`config.mk`:
```
export PLATFORM = sky130hd
export DESIGN_NAME = multi_cycle_shifter
export DESIGN_NICKNAME = d
export VERILOG_FILES = /design/src/rtl/multi_cycle_shifter.sv
export SDC_FILE = /design/constraint.sdc
export NUM_CORES = 1
export LEC_CHECK = 0
export ABC_AREA = 1
export CORE_MARGIN = 4
export CORE_UTILIZATION = 54
export DETAILED_ROUTE_END_ITERATION = 7
export PLACE_DENSITY = 0.81
export RECOVER_POWER = 25
export SLEW_MARGIN = 0
export SYNTH_ARGS = -nofsm -noshare
export SYNTH_HDL_FRONTEND = slang
export SYNTH_SLANG_ARGS = --single-unit
```
`constraint.sdc`:
```
create_clock -name clk -period 2.88 [get_ports clk]
set_clock_uncertainty 0.05 [all_clocks]
set_input_delay 0.288 -clock clk [delete_from_list [all_inputs] [get_ports clk]]
set_output_delay 0.288 -clock clk [all_outputs]
set_load 0.01 [all_outputs]
```
`src/rtl/multi_cycle_shifter.sv`:
```
// ---------------------------------------------------------------------------
// multi_cycle_shifter
//   Iterative 32-bit barrel-shift replacement: SLL / SRL / SRA by 0..31,
//   retiring up to two bit positions per clock. op=11 passes the operand
//   through unchanged. Operands are captured when start is accepted in IDLE,
//   so later input changes cannot disturb an operation in flight.
//
// Ports
//   clk      in   1   clock, rising edge
//   rst      in   1   synchronous active-high reset
//   start    in   1   begin a shift (sampled only while idle)
//   in_data  in  32   operand
//   shamt    in   5   shift amount
//   op       in   2   00 SLL, 01 SRL, 10 SRA, 11 pass-through
//   busy     out  1   high whenever not idle
//   done     out  1   one-cycle completion strobe
//   out_data out 32   result, held until the next completion or reset
//
// shift_by_two
//   Shared left-shift-by-two helper used for the SLL double step.
//   data_i in 32 / data_o out 32 (data_o = data_i << 2)
// ---------------------------------------------------------------------------

module shift_by_two (
    input  logic [31:0] data_i,
    output logic [31:0] data_o
);
    assign data_o = data_i << 2;
endmodule

module multi_cycle_shifter (
    input  logic        clk,
    input  logic        rst,
    input  logic        start,
    input  logic [31:0] in_data,
    input  logic [4:0]  shamt,
    input  logic [1:0]  op,
    output logic        busy,
    output logic        done,
    output logic [31:0] out_data
);

    typedef enum logic [1:0] {
        IDLE,
        SHIFT,
        DONE
    } state_e;

    state_e      state_q, state_d;
    logic [31:0] work_q, work_d;
    logic [4:0]  rem_q, rem_d;
    logic [1:0]  opcode_q, opcode_d;
    logic        sign_q, sign_d;
    logic [31:0] out_q, out_d;

    logic [31:0] sll2;
    logic        step_two;
    logic [31:0] shifted;
    logic [4:0]  rem_next;

    shift_by_two u_sll2 (
        .data_i (work_q),
        .data_o (sll2)
    );

    // Two positions per step while at least two remain; the odd final
    // position of an odd shift amount is retired with a single-bit step.
    assign step_two = (rem_q >= 5'd2);
    assign rem_next = rem_q - (step_two ? 5'd2 : 5'd1);

    always_comb begin
        shifted = work_q;
        case (opcode_q)
            2'b00:   shifted = step_two ? sll2 : {work_q[30:0], 1'b0};
            2'b01:   shifted = step_two ? {2'b00, work_q[31:2]}
                                        : {1'b0, work_q[31:1]};
            // Fill from the sign captured at start, not from work_q[31].
            2'b10:   shifted = step_two ? {{2{sign_q}}, work_q[31:2]}
                                        : {sign_q, work_q[31:1]};
            default: shifted = work_q;
        endcase
    end

    always_comb begin
        state_d  = state_q;
        work_d   = work_q;
        rem_d    = rem_q;
        opcode_d = opcode_q;
        sign_d   = sign_q;
        out_d    = out_q;
        case (state_q)
            IDLE: begin
                if (start) begin
                    work_d   = in_data;
                    rem_d    = shamt;
                    opcode_d = op;
                    sign_d   = in_data[31];
                    if ((shamt != 5'd0) && (op != 2'b11)) begin
                        state_d = SHIFT;
                    end else begin
                        // Nothing to shift: the result is the operand itself,
                        // registered on the same edge that enters DONE.
                        state_d = DONE;
                        out_d   = in_data;
                    end
                end
            end
            SHIFT: begin
                work_d = shifted;
                rem_d  = rem_next;
                if (rem_next == 5'd0) begin
                    state_d = DONE;
                    out_d   = shifted;
                end
            end
            DONE: begin
                state_d = IDLE;
            end
            default: begin
                state_d = IDLE;
            end
        endcase
    end

    always_ff @(posedge clk) begin
        if (rst) begin
            state_q  <= IDLE;
            work_q   <= '0;
            rem_q    <= '0;
            opcode_q <= '0;
            sign_q   <= 1'b0;
            out_q    <= '0;
        end else begin
            state_q  <= state_d;
            work_q   <= work_d;
            rem_q    <= rem_d;
            opcode_q <= opcode_d;
            sign_q   <= sign_d;
            out_q    <= out_d;
        end
    end

    assign busy     = (state_q != IDLE);
    assign done     = (state_q == DONE);
    assign out_data = out_q;

endmodule
```
# After elaboration in Yosys (flattened, before gate mapping)
# Cells that the tools add are included.
[word_totals]
out_inout_bits = 34
regBits = 74
[op_classes]
n_lt_le_gt_ge = 1
n_reduce_logical = 11
n_addsub = 1
mux = 17
eq_ne = 8
[ops]
columns = ["op", "count"]
rows = [
  ["$mux 32", 5],
  ["$pmux 32 s2", 2],
  ["$pmux 32 s3", 1],
  ["$mux 31", 2],
  ["$pmux 5 s2", 1],
  ["$mux 2", 4],
  ["$ne 2x2->1 const B", 4],
  ["$reduce_and 2->1", 3],
  ["$ge 5x2->1 const B", 1],
  ["$logic_not 5->1", 1],
  ["$mux 5", 1],
  ["$reduce_bool 5->1", 1],
  ["$sub 5x2->5", 1],
  ["$eq 2x1->1 const B", 2],
  ["$eq 2x2->1 const B", 2],
  ["$logic_not 2->1", 2],
  ["$pmux 2 s2", 1],
  ["$reduce_and 4->1", 1],
  ["$reduce_bool 2->1", 2],
  ["$logic_and 1x1->1", 1],
]

# Longest topological paths before layout
# Gate-level depths: netlist of the first run.
[logic_depth]
ltp_word = 6
ltp_mapped = 16

# By module
# From an unflattened synthesis of the first run, not the netlist that was laid out.
[unflattened]
hier_cells = 906
hier_area_um2 = 5182.5
[by_module_without_submodules]
columns = ["module", "area_per_inst_um2", "cells_per_inst", "instances"]
rows = [
  ["multi_cycle_shifter", 4938.5, 873, 1],
  ["shift_by_two", 244.0, 33, 1],
]

# Worst setup path after synthesis of the first run
# Ideal clock, no wire load.
[synth_path]
path_kind = "reg-to-reg"
from = "reg rem_q[1]"
to = "reg out_q[11] (netlist: out_data[11])"
setup_time_ns = 0.064
required_time_ns = 2.766
stages_incl_launch_ff = 16
arrival_time_ns = 2.342
slack_ns = 0.424
n_path_buf = 2
path_cell_list = "dfxtp_1 nor2_1 nand2_1 inv_1 ha_1 inv_1 fa_1 inv_1 nand2_1 o21ai_2 nand3_2 nor2_4 buf_6 buf_8 nor2_2 nor2_1"
[synth_between]
elab_chain_len = 6
word_cells_on_any_way = 12
cone_classes = "1 x add/sub; 1 x order compare; 1 x eq/ne; 7 x mux; 2 x reduce/logical"
[synth_lines]
columns = ["item", "line", "rtl"]
rows = [
  ["start: declaration", "51", "logic [4:0] rem_q, rem_d;"],
  ["start signal: assignment", "136", "rem_q <= rem_d;"],
  ["$ge 5x2->1", "68", "assign step_two = (rem_q >= 5'd2);"],
  ["$mux 2", "69", "assign rem_next = rem_q - (step_two ? 5'd2 : 5'd1);"],
  ["$sub 5x2->5", "69", ""],
  ["$logic_not 5->1", "111", "if (rem_next == 5'd0) begin"],
  ["$ne 2x2->1 (no source line)", "-", ""],
  ["$reduce_and 4->1 (no source line)", "-", ""],
  ["end signal: assignment", "139", "out_q <= out_d;"],
  ["end: declaration", "54", "logic [31:0] out_q, out_d;"],
]
# Several ways; a longest one is shown, not always the timed one. The select of a mux whose other input is x is not followed.
# A chain may end at the register's enable or synchronous reset.

# Worst setup path in the final report of the first run
[layout_path]
from = "reg rem_q[1]"
to = "reg out_q[9] (netlist: out_data[9])"
# The elaborated chain is that of the path after synthesis.

==> run summary, run 1 <==
In this run the power density over the cells is 1300 nW/um2. For the worst-skew pair, the clock arrives at the later sink with an insertion delay of 0.35 ns. In this run the post-CTS setup repair buffer count came out at 0. The final hold violation count is 0, and the number of placed cells counting well taps is 858.

Setup violations remaining at the end of the flow were counted as 0. STA puts the critical path data required time at 3.08 ns. The number of antenna diodes in the final layout is 0.

CTS saw 74 sinks. The internal power was 3.67 mW; the worst-path maximum fanout was 49. In this run, CTS created clock tree buffers numbering 9.

The initial core utilization is 56.5%, and the post-layout utilization of the core is 70.1%. After routing the design area is 5500 um2. The flow ran to the end, and the final reports show no timing, DRC or antenna violations. For the setup TNS, the log shows 0 ns.

The logs give 32 for the row count and 0 for the number of warning messages in the yosys log. The slowest library cell on the worst path was fa_1. The design draws 7.17 mW. Relative to the synthesized area, the layout overhead comes to 24.0%. Data arrival time at the worst-slack endpoint: 2.81 ns. The class of the most critical setup path was flip-flop to flip-flop.

Counting along the longest clock path gives a buffer depth of 2. Summing over every cut layer, the via total after detailed routing is 4773. The critical path buffer and inverter count works out to 4. The logs give 0 for the number of max-cap violations and 0.384 GHz for the timing-limited maximum frequency. Counting stages on the worst path, the most repeated cell is nand2_1. Cells with a size suffix above 1 make up 9.33% of the layout. Sequential cells account for 22.2% of the total power.

The die covers 9720 um2. Of the total power, combinational logic draws 62.6%. Dividing the detail-routed via count by the number of cells gives 5.46. In the routed design, unresolved DRC markers number 0. The run gives 4424 as the number of global-route vias before repair. Global routing used 24.0% of the available tracks. In the layout the commonest cells are nand2_1, nand3_1, dfxtp_1, nor2_1, inv_1. The tools report the final max-slew violation count as 0.

The wire length per cell was 13.5 um; the area of the placeable core was 7850 um2. After clock tree synthesis, the clock-pin slew on the worst setup and hold paths is 0.08 ns. Once detailed placement completed, the half-perimeter wirelength came to 7.95 mm.

Iteration-0 DRC count of the detailed router: 454. The min-delay analysis places its worst path in the category flip-flop to flip-flop. After the last flow step, the layout net total stands at 812.

The first global-routing pass estimated 19.7 mm of wire. For this run, the detailed router's first-pass iteration total came to 6. The cell area that synthesis handed to floorplanning was 4430 um2. The library cell used most frequently in the layout, excluding fill and tap cells, is nand2_1.

In this design, the largest share of critical-path delay is due to simple AND/OR/NAND/NOR gates. Of the available clock period, the critical path in the final layout requires 90.5%. The logs give 0 for the number of routed nets with antenna violations and 700 for the number of filler instances in the final layout.

The signal on the critical path passes through nor2_1, nand2_1, inv_1, ha_1, inv_1, fa_1, inv_1, nand2_1, o21ai_2, nand3_2, nor2_4, buf_12, nand2_1, nand2_1, nor2_1. The worst pin sits at a relative slew slack of 29.1%. VDD sags by at most 0.783 mV. A synthesized cell averages 6.24 um2. The count of buffers added on input and output ports is 75.

For the distinct cell type count of the synthesized netlist, the log shows 30. Transition time of the tightest slew-check pin: 1.06 ns. Setup repair after global routing left no endpoint under its margin. The congestion estimate from routability-driven global placement came to 0.827.

Count of placed standard cells in the final layout, fillers left out: 874. Number of levels in the clock H-tree: 3. The instance area at placement was 5230 um2.

Summed over all cells, the static leakage comes to 2.58 nW. The horizontal die dimension was 98.6 um. The clock network is responsible for 15.2% of the overall power.

In this design, the stage delay of the slowest critical-path cell is 0.45 ns. The die is 98.6 um tall. Type of destination of the critical path: a flip-flop.

Counting every net in the synthesized netlist gives 756. The largest net degree at the start of global routing was 50. The total of hold buffers inserted after clock tree synthesis was 0. The register bit total from synthesis works out to 74.

The initial antenna violation count was 0; the number of primary I/O pins was 76. The post-layout minimum cycle time was 2.61 ns. The clock root buffer master was clkbuf_8. In this run the power spent charging and discharging nets is 3.49 mW.

After technology mapping, the gate count stands at 711. For this run, the register share of the synthesized area comes to 33.4%. Summed over all layers, the global routing overflow is 0. For this block, the routed nets add up to 11.8 mm of wire.

TritonCTS built the clock tree. Post-CTS repair changed the size of 0 cells. The kind of launch point of the worst setup path was a flip-flop. In this run switching power makes up 48.8% of total power.
## Yosys cell counts
library cell,n,area [um2]
nand3_2,2,20.0
inv_1,64,240
a211oi_1,2,15.0
nor2_1,65,244
a31oi_1,4,25.0
buf_1,1,3.75
fa_1,1,20.0
buf_6,1,11.3
a21oi_1,45,225
clkbuf_1,31,116
nand2_2,1,6.26
ha_1,2,25.0
or2_2,23,144
inv_2,3,11.3
nand2_1,173,649
nor2_2,11,68.8
o21ai_1,2,10.0
o21ai_2,1,8.76
and2_1,1,6.26
buf_8,1,15.0
dfxtp_1,74,1480
nand3b_1,23,173
o21ai_0,54,270
nand3_1,110,551
clkinv_1,2,7.51
o211ai_1,1,7.51
nor3_1,1,5.00
nand4_2,1,12.5
buf_2,10,50.1
nor2_4,1,11.3
## routing by layer
layer,GRT usage [%],wire length (um),up-vias
li1,-,-,2403
met1,31.6,5140,2148
met2,39.3,5490,200
met3,3.96,879,22
met4,9.66,256,0
met5,0,0,-
## final timing paths
path / slack (ns) / cells past startpoint / start / to
min reg2reg: 0.43 / 2 / out_data[18]$_SDFFE_PP0P_ / out_data[18]$_SDFFE_PP0P_
max: 0.27 / 15 / rem_q[1]$_SDFFE_PP0P_ / out_data[9]$_SDFFE_PP0P_
max reg2reg: 0.27 / 15 / rem_q[1]$_SDFFE_PP0P_ / out_data[9]$_SDFFE_PP0P_
min: 0.43 / 2 / out_data[18]$_SDFFE_PP0P_ / out_data[18]$_SDFFE_PP0P_
## metrics by stage
| step | worst slack (ns) | hold WS, ns |
|---|---|---|
| final | 0.274 | 0.430 |
| after global routing | 0.0205 | 0.449 |
| after CTS | 0.268 | 0.426 |
| after detailed placement | 0.272 | 0.415 |
| after global placement | 0.391 | 0.395 |
| after floorplan | 0.424 | 0.380 |
## registers in the layout, indices dropped and copies added (netlist names)
name	flops
state_q	2
work_q	32
opcode_q	2
out_data	32
rem_q	5
sign_q	1
## cells by family (layout without fill, tap and decap cells)
kind of cell,count (synthesis),in the layout,share of synthesized area (%)
simple gates,412,412,42.6
buf+inv,113,174,10.3
fa+ha+maj,3,3,1.02
compound gates,109,109,12.7
flops,74,74,33.4
## tightest hold or removal path, delay by kind of cell (launching register included)
kind | cells | cell delay, ns
flops | 1 | 0.33
simple gates | 2 | 0.12
## cell type report
| cell class | count | area, um2 | area share (%) |
|---|---|---|---|
| clock buffers | 11 | 141 | 2.57 |
| clock inverters | 5 | 125 | 2.27 |
| inverters | 69 | 259 | 4.71 |
| multi-input cells | 524 | 2500 | 45.4 |
| flip-flops and latches | 74 | 1480 | 26.9 |
| well taps | 102 | 128 | 2.32 |
| repair buffers | 89 | 868 | 15.8 |
## power groups by stage
stage | Clock [mW] | Combinational, mW | Sequential (mW)
6_report | 1.09 | 4.49 | 1.59
3_3_place_gp | 0 | 4.28 | 1.60
3_5_place_dp | 0 | 4.43 | 1.61
2_1_floorplan | 0 | 3.34 | 1.62
4_1_cts | 1.10 | 4.48 | 1.59
5_1_grt | 1.14 | 5.08 | 1.63
Note: power is estimated with default switching activity, not from simulation.
==> inputs of run 2 (changes only) <==
--- a/config.mk
+++ b/config.mk
@@ -9,6 +9,7 @@
 export CORE_MARGIN = 4
 export CORE_UTILIZATION = 54
 export DETAILED_ROUTE_END_ITERATION = 7
+export GPL_TIMING_DRIVEN = 0
 export PLACE_DENSITY = 0.81
 export RECOVER_POWER = 25
 export SLEW_MARGIN = 0
==> run 2 against run 1 <==
- via count increased by 8.3%
- sequential share of layout area down 0.53 points
- critical path depth up 1
- cell area rose by 2.4%
- hold slack improved by 0.0012 ns
==> run summary, run 2 (synthesis gave the netlist of run 1 again) <==
The run finished with clean final reports. The first routing iteration left 569 violations. The post-layout utilization of the core was 71.7%; the ratio of cells with drive above 1 in the final layout was 10.2%. The half-perimeter wire length after detailed placement is 11.0 mm. At the end of the flow, the number of nets in the layout was 847. The number of setup violations in the final report is 0. The die is 98.6 um tall. Compared with the post-synthesis result, the final layout area differs by 27.0%. 0 antenna diodes ended up in the layout. The tool flagged a number of max-cap violations equal to 0. Dividing the detail-routed via count by the number of cells gives 5.68. Subtracting the final worst setup slack from the clock period gives 2.77 ns. The class of the tightest hold or removal check is flip-flop to flip-flop.

The library cell used most frequently in the layout, excluding fill and tap cells, is nand2_1. Dividing the detail-routed wire length by the instance count gives 16.4 um. Initial core utilization: 56.5%. The static power due to leakage is 2.61 nW, and the area of the placeable core is 7850 um2. The run gives 9 as the CTS buffer count. Hold repair after CTS inserted 0 buffers. The tools report the number of global-route vias before repair as 4996.

Data on the critical path arrives at its endpoint at 2.96 ns. The transition time of the tightest slew-check pin works out to 0.645 ns. Measured along the x axis, the die boundary spans 98.6 um.

The detail route stage leaves a number of antenna-violating nets equal to 0. The run gives 0 as the DRC violation count after routing. The tools report the die area as 9720 um2.

The setup path with the least slack is of type flip-flop to flip-flop. For the final routed database, the setup TNS stands at 0 ns. The H-tree generated during clock tree synthesis spans 3 levels. Along the worst path, the maximum fanout reaches 7. The tools report the type of destination of the critical path as a flip-flop. The largest net degree at the start of global routing is 13.

The kind of launch point of the worst setup path is a flip-flop. Clock-pin slew was measured on the worst setup and hold paths at 0.08 ns. The layout has 687 filler cells. Initial antenna violation count: 0.

The congestion estimate from routability-driven global placement came to 0.943. The pre-antenna-repair detailed-routing pass consisted of 6 iterations. The clock passes through at most 2 buffers. The final critical path takes up 96.1% of the cycle.

The final max-slew violation count was 0; the worst slew margin relative to its limit was 57.0%. The aggregate global routing overflow came out at 0. The final hold violation count is 0, and the number of port buffers is 75. The logs give 14.9 mm for the total wirelength of the detailed-routed design and 5167 for the via count of the routed design. Leaving out fill and tap cells, the most frequent cells in the layout are nand2_1, nand3_1, dfxtp_1, nor2_1, inv_1.

VDD sags by at most 0.880 mV. Clock tree synthesis selected as its root buffer the cell clkbuf_8. The logs give 0.361 GHz for the timing-limited maximum frequency and 76 for the number of primary I/O pins. In the final layout, the multi-input gates occupy 2520 um2.

The floorplan has 32 rows. Across the whole layout, storage elements account for 1490 um2. The overall fraction of global-route tracks in use came out at 29.9%. The clock drives 74 sinks. The logs give 3.07 ns for the critical path data required time and 0.35 ns for the clock latency on the worst-skew pair.

TritonCTS built the clock tree. The worst register-to-register path has a setup slack of 0.11 ns. The first global-routing pass estimated 23.9 mm of wire.

The power density relative to cell area is 1360 nW/um2.
run 2: changes by cell type in the layout (fill, tap and decap cells not counted), sizes merged:
cell	previous run	this run
clkbuf	11	43
buf	14	17
bufinv	4	2
clkdlybuf4s50	48	50
dlygate4sd3	27	25
clkinv	3	4
clkinvlp	0	1
run 2: through the flow:
step	instances	area, um2	hold slack [ns]	worst slack (ns)	total power, mW
floorplan	711	4430	0.380	0.424	4.96
CTS	904	5540	0.429	0.0234	7.36
finish	909	5630	0.431	0.112	7.66
global route	909	5630	0.455	-0.0239	8.30
global placement	888	5310	0.394	-0.177	6.23
detailed placement	888	5310	0.418	-0.242	6.40
run 2: path summary, 6_finish.rpt:
kind | from | endpoint | depth (start not counted)
max | rem_q[3]$_SDFFE_PP0P_ | out_data[17]$_SDFFE_PP0P_ | 16
min | out_data[27]$_SDFFE_PP0P_ | out_data[27]$_SDFFE_PP0P_ | 2
max reg2reg | rem_q[3]$_SDFFE_PP0P_ | out_data[17]$_SDFFE_PP0P_ | 16
min reg2reg | out_data[27]$_SDFFE_PP0P_ | out_data[27]$_SDFFE_PP0P_ | 2
run 2: metal layers:
metal | routed length, um | global-route usage, % | vias up
met5 | 0 | 0 | -
met4 | 360 | 11.9 | 0
met3 | 1170 | 4.46 | 35
met2 | 7050 | 50.4 | 283
met1 | 6310 | 38.4 | 2371
li1 | - | - | 2478
run 2: timing repair:
action / in CTS / in global routing
endpoints found under the hold margin: 0 / 0
pin swaps: 0 / 4
buffers inserted: 0 / 4
gates cloned: 0 / 1
setup endpoints to repair: 32 / 32
gates resized for setup: 5 / 12
run 2: area by class of cell:
cell class              count  share of cell area, %
well taps                 102                   2.27
flip-flops and latches     74                   26.4
repair buffers             80                   14.3
multi-input cells         524                   44.7
clock inverters             5                   1.38
plain buffers              44                   3.78
inverters                  69                   4.64
clock buffers              11                   2.51
run 2: critical path, stage by stage, from the launching register on:
cell and delay [ns]:
dfxtp_2 0.35, nor2_4 0.19, nand2_4 0.12, inv_4 0.10
ha_1 0.15, inv_1 0.07, fa_1 0.48, inv_1 0.08
nand2_1 0.06, o21ai_2 0.16, nand3_2 0.13, nor2_4 0.26
buf_4 0.18, clkbuf_16 0.13, nand2_1 0.04, nand2_1 0.05
nor2_1 0.05
run 2: power breakdown:
| part | switching, mW | internal (mW) |
|---|---|---|
| Combinational | 3.35 | 1.78 |
| Sequential | 0.216 | 1.40 |
| Clock | 0.402 | 0.510 |
| Total | 3.97 | 3.69 |
==> inputs of run 3 (changes only) <==
--- a/config.mk
+++ b/config.mk
@@ -6,6 +6,7 @@
 export NUM_CORES = 1
 export LEC_CHECK = 0
 export ABC_AREA = 1
+export CAP_MARGIN = 20
 export CORE_MARGIN = 4
 export CORE_UTILIZATION = 54
 export DETAILED_ROUTE_END_ITERATION = 7
==> results of run 3 <==
Final layout, timing and power as in run 2 (identical DEF).
